--- src/rtl/memory_access.sv ---
// MEM stage of the 5-stage RISC-V pipeline: issues byte/half/word loads and stores
// over a req/ack data-memory port, formats load data and owns the MEM/WB register.
module memory_access #(
   parameter int REG_WIDTH = 32,
   parameter int REG_COUNT = 32,
   parameter int REG_BITS  = $clog2(REG_COUNT)
) (
   input  logic                              clk,
   input  logic                              rstn,
   input  logic                              ex_valid,
   input  logic                              ex_write_en,
   input  logic [REG_BITS-1:0]               ex_write_reg,
   input  logic [REG_WIDTH-1:0]              ex_alu_out,
   input  logic [REG_WIDTH-1:0]              ex_store_data,
   input  logic [REG_WIDTH-1:0]              ex_return_pc,
   input  logic [1:0]                        ex_write_src_sel,
   input  logic                              ex_mem_read,
   input  logic                              ex_mem_write,
   input  logic [2:0]                        ex_funct3,
   output logic                              mem_stall,
   output logic                              dmem_req,
   output logic                              dmem_we,
   output logic [REG_WIDTH-1:0]              dmem_addr,
   output logic [REG_WIDTH-1:0]              dmem_wdata,
   output logic [3:0]                        dmem_be,
   input  logic                              dmem_ack,
   input  logic [REG_WIDTH-1:0]              dmem_rdata,
   output logic                              misalign_err,
   output logic [REG_BITS+3*REG_WIDTH+2:0]   mem_wb_reg
);

   typedef enum logic [0:0] {
      IDLE = 1'b0,
      WAIT = 1'b1
   } state_t;

   // Size/alignment legality of a memory access; stores have no unsigned forms.
   function automatic logic access_legal(input logic [2:0] f3,
                                         input logic [1:0] off,
                                         input logic       is_store);
      logic ok;
      case (f3)
         3'b000:  ok = 1'b1;
         3'b100:  ok = ~is_store;
         3'b001:  ok = ~off[0];
         3'b101:  ok = ~is_store & ~off[0];
         3'b010:  ok = (off == 2'b00);
         default: ok = 1'b0;
      endcase
      return ok;
   endfunction

   state_t                          state_r;
   state_t                          state_next_s;
   logic [1:0]                      offset_s;
   logic                            is_mem_s;
   logic                            legal_s;
   logic                            illegal_s;
   logic                            mem_op_s;
   logic                            stall_s;
   logic [REG_WIDTH-1:0]            shifted_s;
   logic [REG_WIDTH-1:0]            read_data_s;
   logic [REG_WIDTH-1:0]            wdata_s;
   logic [3:0]                      be_s;
   logic                            misalign_r;
   logic [REG_BITS+3*REG_WIDTH+2:0] mem_wb_r;

   assign offset_s  = ex_alu_out[1:0];
   assign is_mem_s  = ex_mem_read | ex_mem_write;
   // Non-memory instructions count as legal so their write_en passes through.
   assign legal_s   = ~is_mem_s | access_legal(ex_funct3, offset_s, ex_mem_write);
   assign illegal_s = ex_valid & is_mem_s & ~legal_s;
   assign mem_op_s  = ex_valid & is_mem_s & legal_s;
   assign stall_s   = mem_op_s & ~dmem_ack & rstn;

   assign dmem_req     = mem_op_s & rstn;
   assign mem_stall    = stall_s;
   assign dmem_we      = ex_mem_write;
   assign dmem_addr    = {ex_alu_out[REG_WIDTH-1:2], 2'b00};
   assign dmem_wdata   = wdata_s;
   assign dmem_be      = be_s;
   assign misalign_err = misalign_r;
   assign mem_wb_reg   = mem_wb_r;
   assign shifted_s    = dmem_rdata >> {offset_s, 3'b000};

   // Store lane replication and byte-enable generation.
   always_comb begin
      wdata_s = {REG_WIDTH{1'b0}};
      be_s    = 4'b0000;
      if (ex_mem_write) begin
         case (ex_funct3)
            3'b000: begin
               wdata_s = {4{ex_store_data[7:0]}};
               be_s    = 4'b0001 << offset_s;
            end
            3'b001: begin
               wdata_s = {2{ex_store_data[15:0]}};
               be_s    = 4'b0011 << {offset_s[1], 1'b0};
            end
            3'b010: begin
               wdata_s = ex_store_data;
               be_s    = 4'b1111;
            end
            default: begin
               wdata_s = {REG_WIDTH{1'b0}};
               be_s    = 4'b0000;
            end
         endcase
      end else begin
         wdata_s = {REG_WIDTH{1'b0}};
         be_s    = 4'b0000;
      end
   end

   // Load data alignment and sign/zero extension.
   always_comb begin
      read_data_s = {REG_WIDTH{1'b0}};
      if (ex_mem_read) begin
         case (ex_funct3)
            3'b000:  read_data_s = {{(REG_WIDTH-8){shifted_s[7]}}, shifted_s[7:0]};
            3'b100:  read_data_s = {{(REG_WIDTH-8){1'b0}}, shifted_s[7:0]};
            3'b001:  read_data_s = {{(REG_WIDTH-16){shifted_s[15]}}, shifted_s[15:0]};
            3'b101:  read_data_s = {{(REG_WIDTH-16){1'b0}}, shifted_s[15:0]};
            3'b010:  read_data_s = shifted_s;
            default: read_data_s = {REG_WIDTH{1'b0}};
         endcase
      end else begin
         read_data_s = {REG_WIDTH{1'b0}};
      end
   end

   // Access FSM next state; a dropped request also returns to IDLE.
   always_comb begin
      state_next_s = state_r;
      case (state_r)
         IDLE: begin
            if (mem_op_s && !dmem_ack) begin
               state_next_s = WAIT;
            end else begin
               state_next_s = IDLE;
            end
         end
         WAIT: begin
            if (dmem_ack || !mem_op_s) begin
               state_next_s = IDLE;
            end else begin
               state_next_s = WAIT;
            end
         end
         default: state_next_s = IDLE;
      endcase
   end

   // Access FSM state register.
   always_ff @(posedge clk or negedge rstn) begin
      if (!rstn) begin
         state_r <= IDLE;
      end else begin
         state_r <= state_next_s;
      end
   end

   // Sticky misalignment/illegal-access flag, cleared only by reset.
   always_ff @(posedge clk or negedge rstn) begin
      if (!rstn) begin
         misalign_r <= 1'b0;
      end else if (illegal_s) begin
         misalign_r <= 1'b1;
      end
   end

   // MEM/WB pipeline register; bubbles while stalled or without a valid instruction.
   always_ff @(posedge clk or negedge rstn) begin
      if (!rstn) begin
         mem_wb_r <= '0;
      end else if (stall_s || !ex_valid) begin
         mem_wb_r <= '0;
      end else begin
         mem_wb_r <= {ex_write_en & legal_s, ex_write_reg, ex_alu_out,
                      read_data_s, ex_return_pc, ex_write_src_sel};
      end
   end

endmodule

--- config.mk ---
export PLATFORM = sky130hd
export DESIGN_NAME = memory_access
export DESIGN_NICKNAME = d
export VERILOG_FILES = /design/src/rtl/memory_access.sv
export SDC_FILE = /design/constraint.sdc
export NUM_CORES = 1
export LEC_CHECK = 0
export CORE_AREA = 2 2 160 84
export CTS_BUF_LIST = sky130_fd_sc_hd__clkbuf_8
export DETAILED_ROUTE_END_ITERATION = 16
export DIE_AREA = 0 0 162 86
export PLACE_DENSITY = 0.85
export SLEW_MARGIN = 5
export SYNTH_ARGS = -nofsm -noshare
export SYNTH_HDL_FRONTEND = slang
export SYNTH_SLANG_ARGS = --single-unit
export TNS_END_PERCENT = 20
--- constraint.sdc ---
create_clock -name clk -period 2 [get_ports clk]
set_input_delay 0.3 -clock clk [delete_from_list [all_inputs] [get_ports clk]]
set_output_delay 0.3 -clock clk [all_outputs]
set_load 0.02 [all_outputs]
==> reports/metrics.csv, run 1 <==
stage;metric;value;unit
floorplanning;fp.dieW;162;um
routing;wirelength;17900;um
routing;dr.pass1.iters;4;
cts;cts.htree.levels;3;
setup_path;reg2reg_to;misalign_err$_DFFE_PN0P_;
sta;worst_pin_slew;0.797;ns
run_status;status;complete, no violations;
sta;rsz0062_at_grt;false;
synth;syn_inst;469;
routing;drcViolationCount;0;
floorplanning;io-pin-count;321;
routing;ant_nets;0;
floorplanning;core;12400;sq um
cts;numCtsBuffers;9;
sta;setup_tns;0;ns
floorplanning;die_h;86;um
place;portBuffers;318;
synth;synth.distinct_cells;36;
cts;clockBufferDepth;2;
setup_path;cp_num_buf_inv;3;
routing;vias;4691;
setup_path;cp-start-kind;input pin;
finish;drive_above_1_share;0.164;
cts;cts_root_buf;clkbuf_8;
sta;relSlewSlack;0.469;
floorplanning;dieArea;13900;sq um
cts;cts_tree;yes;
setup_path;arrival;2.16;ns
cts;cts.clk_slew.worst_paths;0.11;ns
setup_path;cpMaxStageDelayCell;mux4_2;
setup_path;max_stage_delay;0.57;ns
synth;synth_warnings;0;
sta;finalHoldViolCount;0;
global_route;grt_pass1_wl;26700;um
setup_path;path_max_fanout;16;
setup_path;ff2ff_path_depth;1;
setup_path;crit_type;in -> reg;
job;cap_violations;0;
synth;async_reset_ff_frac;1.00;
power_and_ir_drop;ir_drop;347;uV
global_route;grtUsageTotal;0.252;
sta;fin_hold_ws;0.0374;ns
global_route;grt_max_degree;74;
power_and_ir_drop;power_density;587;nW/um^2
sta;slew_violations;0;
place;place.gp.congestion;0.921;
cts;clk_latency;0.35;ns
power_and_ir_drop;power.total;0.00494;W
setup_path;cp-end-kind;flop;
synth;ys_seq_elements;105;
synth;syn-cell-area;4870;sq um
synth;ys.flop_type;dfrtp_1;
sta;skew;0;ns
routing;vias_per_cell;4.93;
setup_path;cpLargestDelayFamily;buffers and inverters;
setup_path;path_cells;clkdlybuf4s50_1 > buf_4 > mux4_2 > nand2_4 > a21boi_4 > buf_12 > a21oi_1;
global_route;grt_pass1_vias;4744;
setup_path;required;2.24;ns
power_and_ir_drop;p_leak;3.89;nW
sta;period_share;0.957;
synth;synth_edf_count;0;
synth;avgSynthCellArea;10.4;sq um
finish;largest_register_ffs;104;
sta;setup_viol;0;
synth;seq_area_frac_synth;0.539;
finish;fin_nets;919;
routing;wl_per_cell;18.8;um
routing;drtIter0Drc;302;
global_route;overflow;0;
setup_path;r2r_setup_slack;1.36;ns
floorplanning;fp-row-count;29;
cts;cts.sinks;105;
sta;max_freq;523;MHz
worst_hold_path;hp-class;in -> async;
setup_path;rr_startpoint;misalign_err$_DFFE_PN0P_;
sta;period_minus_slack;1.91;ns
floorplanning;start_util;0.393;
place;dp.final_hpwl;13500;um
global_route;antenna_found_initial;3;
cts;cts.hold.buffers_added;0;
finish;synthToLayoutAreaGrowth;72.6;%
## report_power, final
part           internal, W  switching, W  leakage, nW  total [W]
Combinational     0.000685      0.000622         2.39    0.00131
Clock             0.000608      0.000781        0.111    0.00139
Sequential         0.00222     0.0000276         1.38    0.00224
## placed cells by master (no fill, tap or decap), types with 7 or more instances in the layout
cell type	count
nor2b_1	14
buf_4	40
clkbuf_8	9
mux2i_1	23
a211oi_1	7
o21ai_0	8
or2_2	8
nor2_1	26
buf_2	17
a21oi_1	49
and2_1	15
clkdlybuf4s15_2	13
and3_1	71
clkdlybuf4s50_1	273
nand2_1	34
dfrtp_1	105
mux2_2	8
## per-stage QoR
| step | setup slack (ns) | utilization | instance area, sq um | cells |
|---|---|---|---|---|
| finish | 0.0866 | 0.678 | 8410 | 951 |
| floorplan | 0.192 | - | 4880 | 470 |
| global route | 0.0102 | 0.677 | 8400 | 949 |
| global placement | -0.484 | 0.661 | 8210 | 928 |
| CTS | 0.00724 | 0.680 | 8440 | 949 |
| detailed placement | -0.587 | 0.661 | 8210 | 928 |
## how the worst max path moves through the flow
| stage | from | end | slack, ns | depth (start not counted) |
|---|---|---|---|---|
| detailed placement | ex_alu_out[0] | mem_stall | -0.59 | 6 |
| global route | ex_alu_out[1] | mem_stall | 0.01 | 6 |
| CTS | ex_mem_write | dmem_wdata[18] | 0.007 | 6 |
| global placement | ex_funct3[0] | mem_stall | -0.48 | 6 |
| floorplan | ex_funct3[0] | mem_stall | 0.19 | 5 |
| finish | ex_alu_out[1] | mem_wb_reg[56]$_DFF_PN0_ | 0.09 | 7 |
## synthesized netlist by cell type, types with 2 or more instances
cell      instances  area [sq um]
nand2_1          34           128
mux2i_1          23           230
nor2b_1          15          93.8
nor2_1           26          97.6
dfrtp_1         105          2630
or2_2             8          50.1
and3_1           71           444
inv_1             3          11.3
and2_1           15          93.8
a211oi_1          7          52.6
o21a_1            2          15.0
buf_6             2          22.5
clkbuf_1         26          97.6
buf_4            40           300
buf_2             3          15.0
a21oi_1          51           255
nor3_1            3          15.0
mux2_2            8          90.1
o21ai_0          10          50.1
## cells by family (layout without fill, tap and decap cells)
family	Yosys count	count (layout)	share of synthesized area
simple gates	180	180	0.207
compound gates	76	76	0.0896
flops	105	105	0.539
buf+inv	75	384	0.0927
mux	32	32	0.0704
other cells	1	4	0.000770
## per-layer routing
metal  GRT usage  routed length [um]  vias up
met5           0                  26        -
met4      0.0515                 215        4
met3      0.0967                1780       22
met2       0.441                8930      196
met1       0.298                6920     2302
li1            -                   -     2167
## final cells by class
| type | count | area, sq um |
|---|---|---|
| clock buffers | 9 | 124 |
| clock inverters | 7 | 90.1 |
| inverters | 3 | 11.3 |
| diodes | 2 | 5.00 |
| multi-input cells | 290 | 1840 |
| repair buffers | 365 | 3500 |
| fillers | 977 | 4000 |
| flip-flops and latches | 105 | 2630 |
| well taps | 170 | 213 |
## what timing repair did
| action | 4_1_cts | 5_1_grt |
|---|---|---|
| hold endpoints to repair | 0 | 0 |
| setup endpoints to repair | 38 | 39 |
| gates cloned | 3 | 0 |
| resized for setup | 135 | 15 |
| pin swaps | 2 | 3 |
| buffers inserted | 2 | 0 |
No activity file was read; power rests on OpenSTA's default activity.
==> inputs of run 2 (changes only) <==
--- a/config.mk
+++ b/config.mk
@@ -10,7 +10,7 @@
 export DETAILED_ROUTE_END_ITERATION = 16
 export DIE_AREA = 0 0 162 86
 export PLACE_DENSITY = 0.85
-export SLEW_MARGIN = 5
+export SLEW_MARGIN = 20
 export SYNTH_ARGS = -nofsm -noshare
 export SYNTH_HDL_FRONTEND = slang
 export SYNTH_SLANG_ARGS = --single-unit
==> results of run 2 <==
Final layout, timing and power as in run 1 (identical DEF).
